==> src/rtl/hazard_stall_ctrl.sv <==
// rtl/hazard_stall_ctrl.sv - decode issue/bubble/flush/freeze sequencer with SRAM wait FSM
// Also keeps a saturating stall-cycle counter and a sticky SRAM timeout flag.
module hazard_stall_ctrl #(
    parameter int TIMEOUT = 255,
    parameter int CNT_W   = 16
) (
    input  logic             i_clk,
    input  logic             i_rst,
    input  logic [3:0]       i_first_src,
    input  logic [3:0]       i_second_src,
    input  logic             i_two_src,
    input  logic [3:0]       i_exe_dest,
    input  logic             i_exe_wb_en,
    input  logic             i_exe_mem_r_en,
    input  logic [3:0]       i_mem_dest,
    input  logic             i_mem_wb_en,
    input  logic             i_forward_en,
    input  logic             i_branch_taken,
    input  logic             i_mem_req,
    input  logic             i_sram_ready,
    input  logic             i_stat_clr,
    output logic             o_id_freeze,
    output logic             o_if_hold,
    output logic             o_flush,
    output logic             o_pipe_freeze,
    output logic             o_mem_timeout,
    output logic [CNT_W-1:0] o_stall_count
);
    localparam int WW = $clog2(TIMEOUT);

    typedef enum logic {RUN = 1'b0, MEM_WAIT = 1'b1} state_t;

    state_t           r_state;
    state_t           w_state_nxt;
    logic [WW-1:0]    r_wait_cnt;
    logic [WW-1:0]    w_wait_cnt_nxt;
    logic             r_mem_timeout;
    logic             w_mem_timeout_nxt;
    logic [CNT_W-1:0] r_stall_count;

    logic w_exe_match;
    logic w_mem_match;
    logic w_hz;
    logic w_last;
    logic w_mwait;
    logic w_hold;

    assign w_exe_match = (i_first_src == i_exe_dest) | (i_two_src & (i_second_src == i_exe_dest));
    assign w_mem_match = (i_first_src == i_mem_dest) | (i_two_src & (i_second_src == i_mem_dest));

    // With forwarding only a load in EXE cannot be bypassed in time.
    assign w_hz = i_forward_en ? (i_exe_wb_en & i_exe_mem_r_en & w_exe_match)
                               : ((i_exe_wb_en & w_exe_match) | (i_mem_wb_en & w_mem_match));

    assign w_last  = (r_wait_cnt == WW'(TIMEOUT - 1));
    assign w_mwait = ((r_state == RUN) & i_mem_req & ~i_sram_ready & ~r_mem_timeout)
                   | ((r_state == MEM_WAIT) & ~i_sram_ready & ~w_last);
    assign w_hold  = ~w_mwait & ~i_branch_taken & w_hz;

    always_ff @(posedge i_clk or posedge i_rst) begin
        if (i_rst) begin
            r_state       <= RUN;
            r_wait_cnt    <= '0;
            r_mem_timeout <= 1'b0;
            r_stall_count <= '0;
        end else begin
            r_state       <= w_state_nxt;
            r_wait_cnt    <= w_wait_cnt_nxt;
            r_mem_timeout <= w_mem_timeout_nxt;
            if (i_stat_clr)
                r_stall_count <= '0;
            else if ((w_mwait | w_hold) && (r_stall_count != {CNT_W{1'b1}}))
                r_stall_count <= r_stall_count + CNT_W'(1);
        end
    end

    always_comb begin
        w_state_nxt       = r_state;
        w_wait_cnt_nxt    = r_wait_cnt;
        w_mem_timeout_nxt = r_mem_timeout;
        case (r_state)
            RUN: begin
                if (i_mem_req & ~i_sram_ready & ~r_mem_timeout) begin
                    w_state_nxt    = MEM_WAIT;
                    w_wait_cnt_nxt = WW'(1);
                end
            end
            MEM_WAIT: begin
                if (i_sram_ready) begin
                    w_state_nxt    = RUN;
                    w_wait_cnt_nxt = '0;
                end else if (w_last) begin
                    // Access abandoned; later waits are bypassed until reset.
                    w_state_nxt       = RUN;
                    w_wait_cnt_nxt    = '0;
                    w_mem_timeout_nxt = 1'b1;
                end else begin
                    w_wait_cnt_nxt = r_wait_cnt + WW'(1);
                end
            end
            default: begin
                w_state_nxt    = RUN;
                w_wait_cnt_nxt = '0;
            end
        endcase
    end

    always_comb begin
        o_pipe_freeze = ~i_rst & w_mwait;
        o_flush       = ~i_rst & ~w_mwait & i_branch_taken;
        o_if_hold     = ~i_rst & w_hold;
        o_id_freeze   = ~i_rst & w_hold;
        o_mem_timeout = r_mem_timeout;
        o_stall_count = r_stall_count;
    end
endmodule

==> config.mk <==
export PLATFORM = sky130hd
export DESIGN_NAME = hazard_stall_ctrl
export DESIGN_NICKNAME = d
export VERILOG_FILES = /design/src/rtl/hazard_stall_ctrl.sv
export SDC_FILE = /design/constraint.sdc
export NUM_CORES = 1
export LEC_CHECK = 0
export ABC_AREA = 1
export BUFFER_PORTS_ARGS = -buffer_cell sky130_fd_sc_hd__buf_2
export CAP_MARGIN = 20
export CORE_AREA = 4 4 79 81
export CTS_BUF_LIST = sky130_fd_sc_hd__clkbuf_4 sky130_fd_sc_hd__clkbuf_8
export CTS_CLUSTER_SIZE = 12
export DETAILED_ROUTE_END_ITERATION = 8
export DIE_AREA = 0 0 83 85
export PLACE_DENSITY = 0.62
export SLEW_MARGIN = 20
export SYNTH_ARGS = -nofsm -noshare
export SYNTH_HDL_FRONTEND = slang
export SYNTH_SLANG_ARGS = --single-unit
==> constraint.sdc <==
create_clock -name i_clk -period 1.64 [get_ports i_clk]
set_input_delay 0.164 -clock i_clk [delete_from_list [all_inputs] [get_ports i_clk]]
set_output_delay 0.164 -clock i_clk [all_outputs]
set_load 0.05 [all_outputs]
==> summary.md <==
| Metric | Value |
|---|---|
| Layout cell share with drive strength beyond 1 | `0.368` |
| Routing usage on met2 | `0.258` |
| Crit path DAT | `between 1.5 and 2 ns` |
| # rows | `27` |
| Post-synthesis simple-gate area fraction | `0.424` |
| Cell Area, Synth | `2090 um2` |
| CTS Buf Count | `3` |
| Post-route ant nets | `0` |
| Clock Skew | `roughly 0.0042 ns` |
| Worst Path Required | `approximately 1.5 ns` |
| Gr busiest metal | `met2` |
| HPWL after DPL | `approximately 3900 um` |
| Post-Place Cells | `around 420` |
| Core area | `approximately 5500 um2` |
| Yosys reg bits | `26` |
| Clock-pin transition on the worst setup and hold timing paths | `0.09 ns` |
| Syn nets | `319` |
| Die height | `approximately 85 um` |
| CTS root buf | `clkbuf_8` |
| Setup crit start kind | `flop` |
| Post-synth top area cell | `dfrtp_1` |
| Final Max Slew Viols | `0` |
| Ys async rst share | `1.00` |
| Synth top area cells | `dfrtp_1 31%, nand2_1 12%, inv_1 8.3%` |
| Initial core utilization | `0.381` |
| Worst path cell trace | `inv_2, ha_4, nand2_4, nor2_4, nand4_4, nand2_4, o21ai_4, nor2_4, nand2_4, nor2_4, buf_6` |
| Tmin final | `1.91 ns` |
| DIE AREA | `7060 um2` |
| Vias | `2126` |
| Synthesized instance count | `around 290` |
| FF-to-FF path depth | `14` |
| GRT Total Usage | `0.149` |
| WS Path Type | `reg2out` |
| Final setup viols | `20` |
| Ant diodes | `0` |
| Finished Layout Cells | `approximately 440` |
| Vias in the first global route | `2005` |
| Synth cell count leaders | `69 x nand2_1, 46 x inv_1, 26 x dfrtp_1` |
| Die Wd | `83 um` |
| Met1 track demand over resource | `0.191` |
| Worst Max-Slew Pin Slew | `about 0.4 ns` |
| Hold WC Path Type | `in2async` |
| Crit path capture type | `output pin` |
| Later-pin clock latency in the skew report | `approximately 0.28 ns` |
| Max Cap Viol | `0` |
| P_leak | `1.58 nW` |
| Post-synth EDFFs | `0` |
| Slowest cell on the critical path | `dfrtp_1` |
| Worst VDD drop | `between 0.0004 and 0.0005 V` |
| Period utilization | `1.16` |
| Avg Cell Area, Syn | `around 7.2 um2` |
| GPL Wtd Cong | `0.803` |
| DRC Markers | `0` |
| TritonCTS clock tree | `yes` |
| Clk buf depth | `2` |
| Total wire length | `5280 um` |
| Worst stage delay on the critical path | `roughly 0.40 ns` |
| Layout Nets | `395` |
| Avg WL per Cell | `between 10 and 15 um` |
| DR vias/cell | `around 4.9` |
| XOR/XNOR Fraction of Synth Area | `0.0755` |
| Final Hold Violating Endpoints | `0` |
| Maximum clock frequency | `around 520 MHz` |
| Io pins | `between 40 and 50` |
| Sequential-to-total area share from yosys stat | `0.312` |
| Failing checks | `setup timing` |
| Detailed Routing Iterations Pass 1 | `5` |
| Met3 usage | `0.0262` |
| Initial DRC Count | `approximately 130` |
| Yosys warning count | `0` |
| First-pass GRT wire length | `8910 um` |
| Largest family of logic cells by synthesized area | `simple AND/OR/NAND/NOR gates` |
| Adder-Cell Fraction of Synth Area | `0.0180` |
| Pwr/cell area | `slightly above 500 nW/um2` |
| Num Clock Sinks | `26` |
| Synth Area in Compound Gates | `0.0546` |
| Worst setup margin | `-0.267 ns` |
| Crit path max fanout | `4` |
| RSZ-0062 raised after global routing | `yes` |
| GRT overflow | `0` |
| # H-tree levels | `1` |
| Layout area overhead | `36.9%` |
| Outcome | `complete, but fails checks` |
| PortBufs | `between 40 and 50` |
| Pin count of the biggest net entering global routing | `33` |
| Share of the synthesized area in the top cell type | `0.312` |
| Most frequent cell after synthesis | `nand2_1` |
| Post-synthesis mux area share | `0` |
| Cell variety after synth | `33` |
| Finished Core Util | `0.522` |
| Initial antenna violation count | `0` |
| Top FF cell, synth | `dfrtp_1` |
| Slew HR | `0.741` |
-- final cells by class --
type	instances	area, um2
inverter	49	185
timing repair buffer	78	529
sequential	26	661
fill	531	2620
clock inverter	1	30.0
multi-input combinational	207	1320
tap	72	90.1
clock buffer	3	41.3
-- timing repair --
action | CTS | global route
hold buffers | 0 | 0
setup endpoints to repair | 20 | 20
pin swaps | 11 | 12
setup buffers | 6 | 5
gates cloned | 1 | 1
resized for setup | 22 | 3
-- where the power goes --
| part | switching, W | internal, W |
|---|---|---|
| clock network | 0.000217 | 0.000327 |
| logic | 0.000153 | 0.000115 |
| registers | 0.0000178 | 0.000655 |
| total | 0.000388 | 0.00110 |
-- per-layer routing --
layer / vias to the layer above / share of wire
met5: - / 0
met4: 0 / 0.0093
met3: 4 / 0.051
met2: 56 / 0.48
met1: 986 / 0.46
li1: 1080 / -
-- state kept, by name, indices dropped and copies added (netlist names) --
| name | flops |
|---|---|
| r_wait_cnt | 8 |
| o_stall_count | 16 |
| o_mem_timeout | 1 |
| r_state | 1 |
-- cell families after synthesis --
family | count (synthesis)
simple gates | 167
buf+inv | 57
flops | 26
compound gates | 18
xor+xnor | 18
fa+ha+maj | 3
-- cell usage in the layout (no fill, tap or decap), types with 2 or more instances in the layout --
| master | Yosys | final |
|---|---|---|
| nor2_1 | 25 | 22 |
| o22ai_1 | 2 | 2 |
| clkbuf_8 | 0 | 3 |
| buf_8 | 0 | 2 |
| nor3_1 | 9 | 8 |
| buf_6 | 0 | 5 |
| dfrtp_1 | 26 | 18 |
| xnor2_1 | 2 | 2 |
| nand4_4 | 2 | 2 |
| a21oi_1 | 5 | 5 |
| nor3b_1 | 2 | 2 |
| nor2_2 | 2 | 2 |
| dfrtp_2 | 0 | 8 |
| nand2_8 | 0 | 3 |
| inv_2 | 2 | 4 |
| nand2_4 | 3 | 4 |
| nor2_4 | 3 | 6 |
| nand2_1 | 69 | 68 |
| nand2_2 | 6 | 4 |
| buf_4 | 2 | 27 |
| o21ai_0 | 6 | 6 |
| buf_2 | 3 | 43 |
| nand4_1 | 19 | 19 |
| ha_4 | 0 | 2 |
| nand3_1 | 16 | 12 |
| inv_1 | 46 | 44 |
| xor2_1 | 16 | 16 |
| nand3_2 | 9 | 13 |
-- final timing paths --
check                              start                 to  slack (ns)
min in group i_clk          i_sram_ready      o_mem_timeout        0.10
max                        r_wait_cnt[0]        o_id_freeze       -0.27
min reg2reg                o_mem_timeout      o_mem_timeout        0.52
min                                i_rst      o_mem_timeout        0.01
max in group asynchronous          i_rst   o_stall_count[7]        1.35
max reg2reg                r_wait_cnt[0]  o_stall_count[10]       -0.17
-- stage by stage --
stage | cell area (um2) | worst slack (ns) | hold WS, ns | power [W] | setup TNS [ns]
floorplan | 2160 | -0.238 | 0.212 | 0.000825 | -2.42
global placement | 2560 | -0.0548 | 0.323 | 0.000904 | -0.747
CTS | 2780 | -0.307 | 0.0179 | 0.00149 | -4.32
finish | 2860 | -0.267 | 0.0118 | 0.00149 | -3.16
detailed placement | 2560 | -0.127 | 0.327 | 0.000909 | -2.00
global route | 2860 | -0.363 | 0.0457 | 0.00155 | -5.31
-- worst max-delay path, delay by kind of cell (launching register included) --
family / cells / cell delay (ns)
AOI/OAI and AO/OA: 1 / 0.08
adders and majority gates: 1 / 0.13
buffers and inverters: 2 / 0.25
DFF: 1 / 0.40
and+or+nand+nor: 7 / 0.61
No activity file was read; power rests on OpenSTA's default activity.
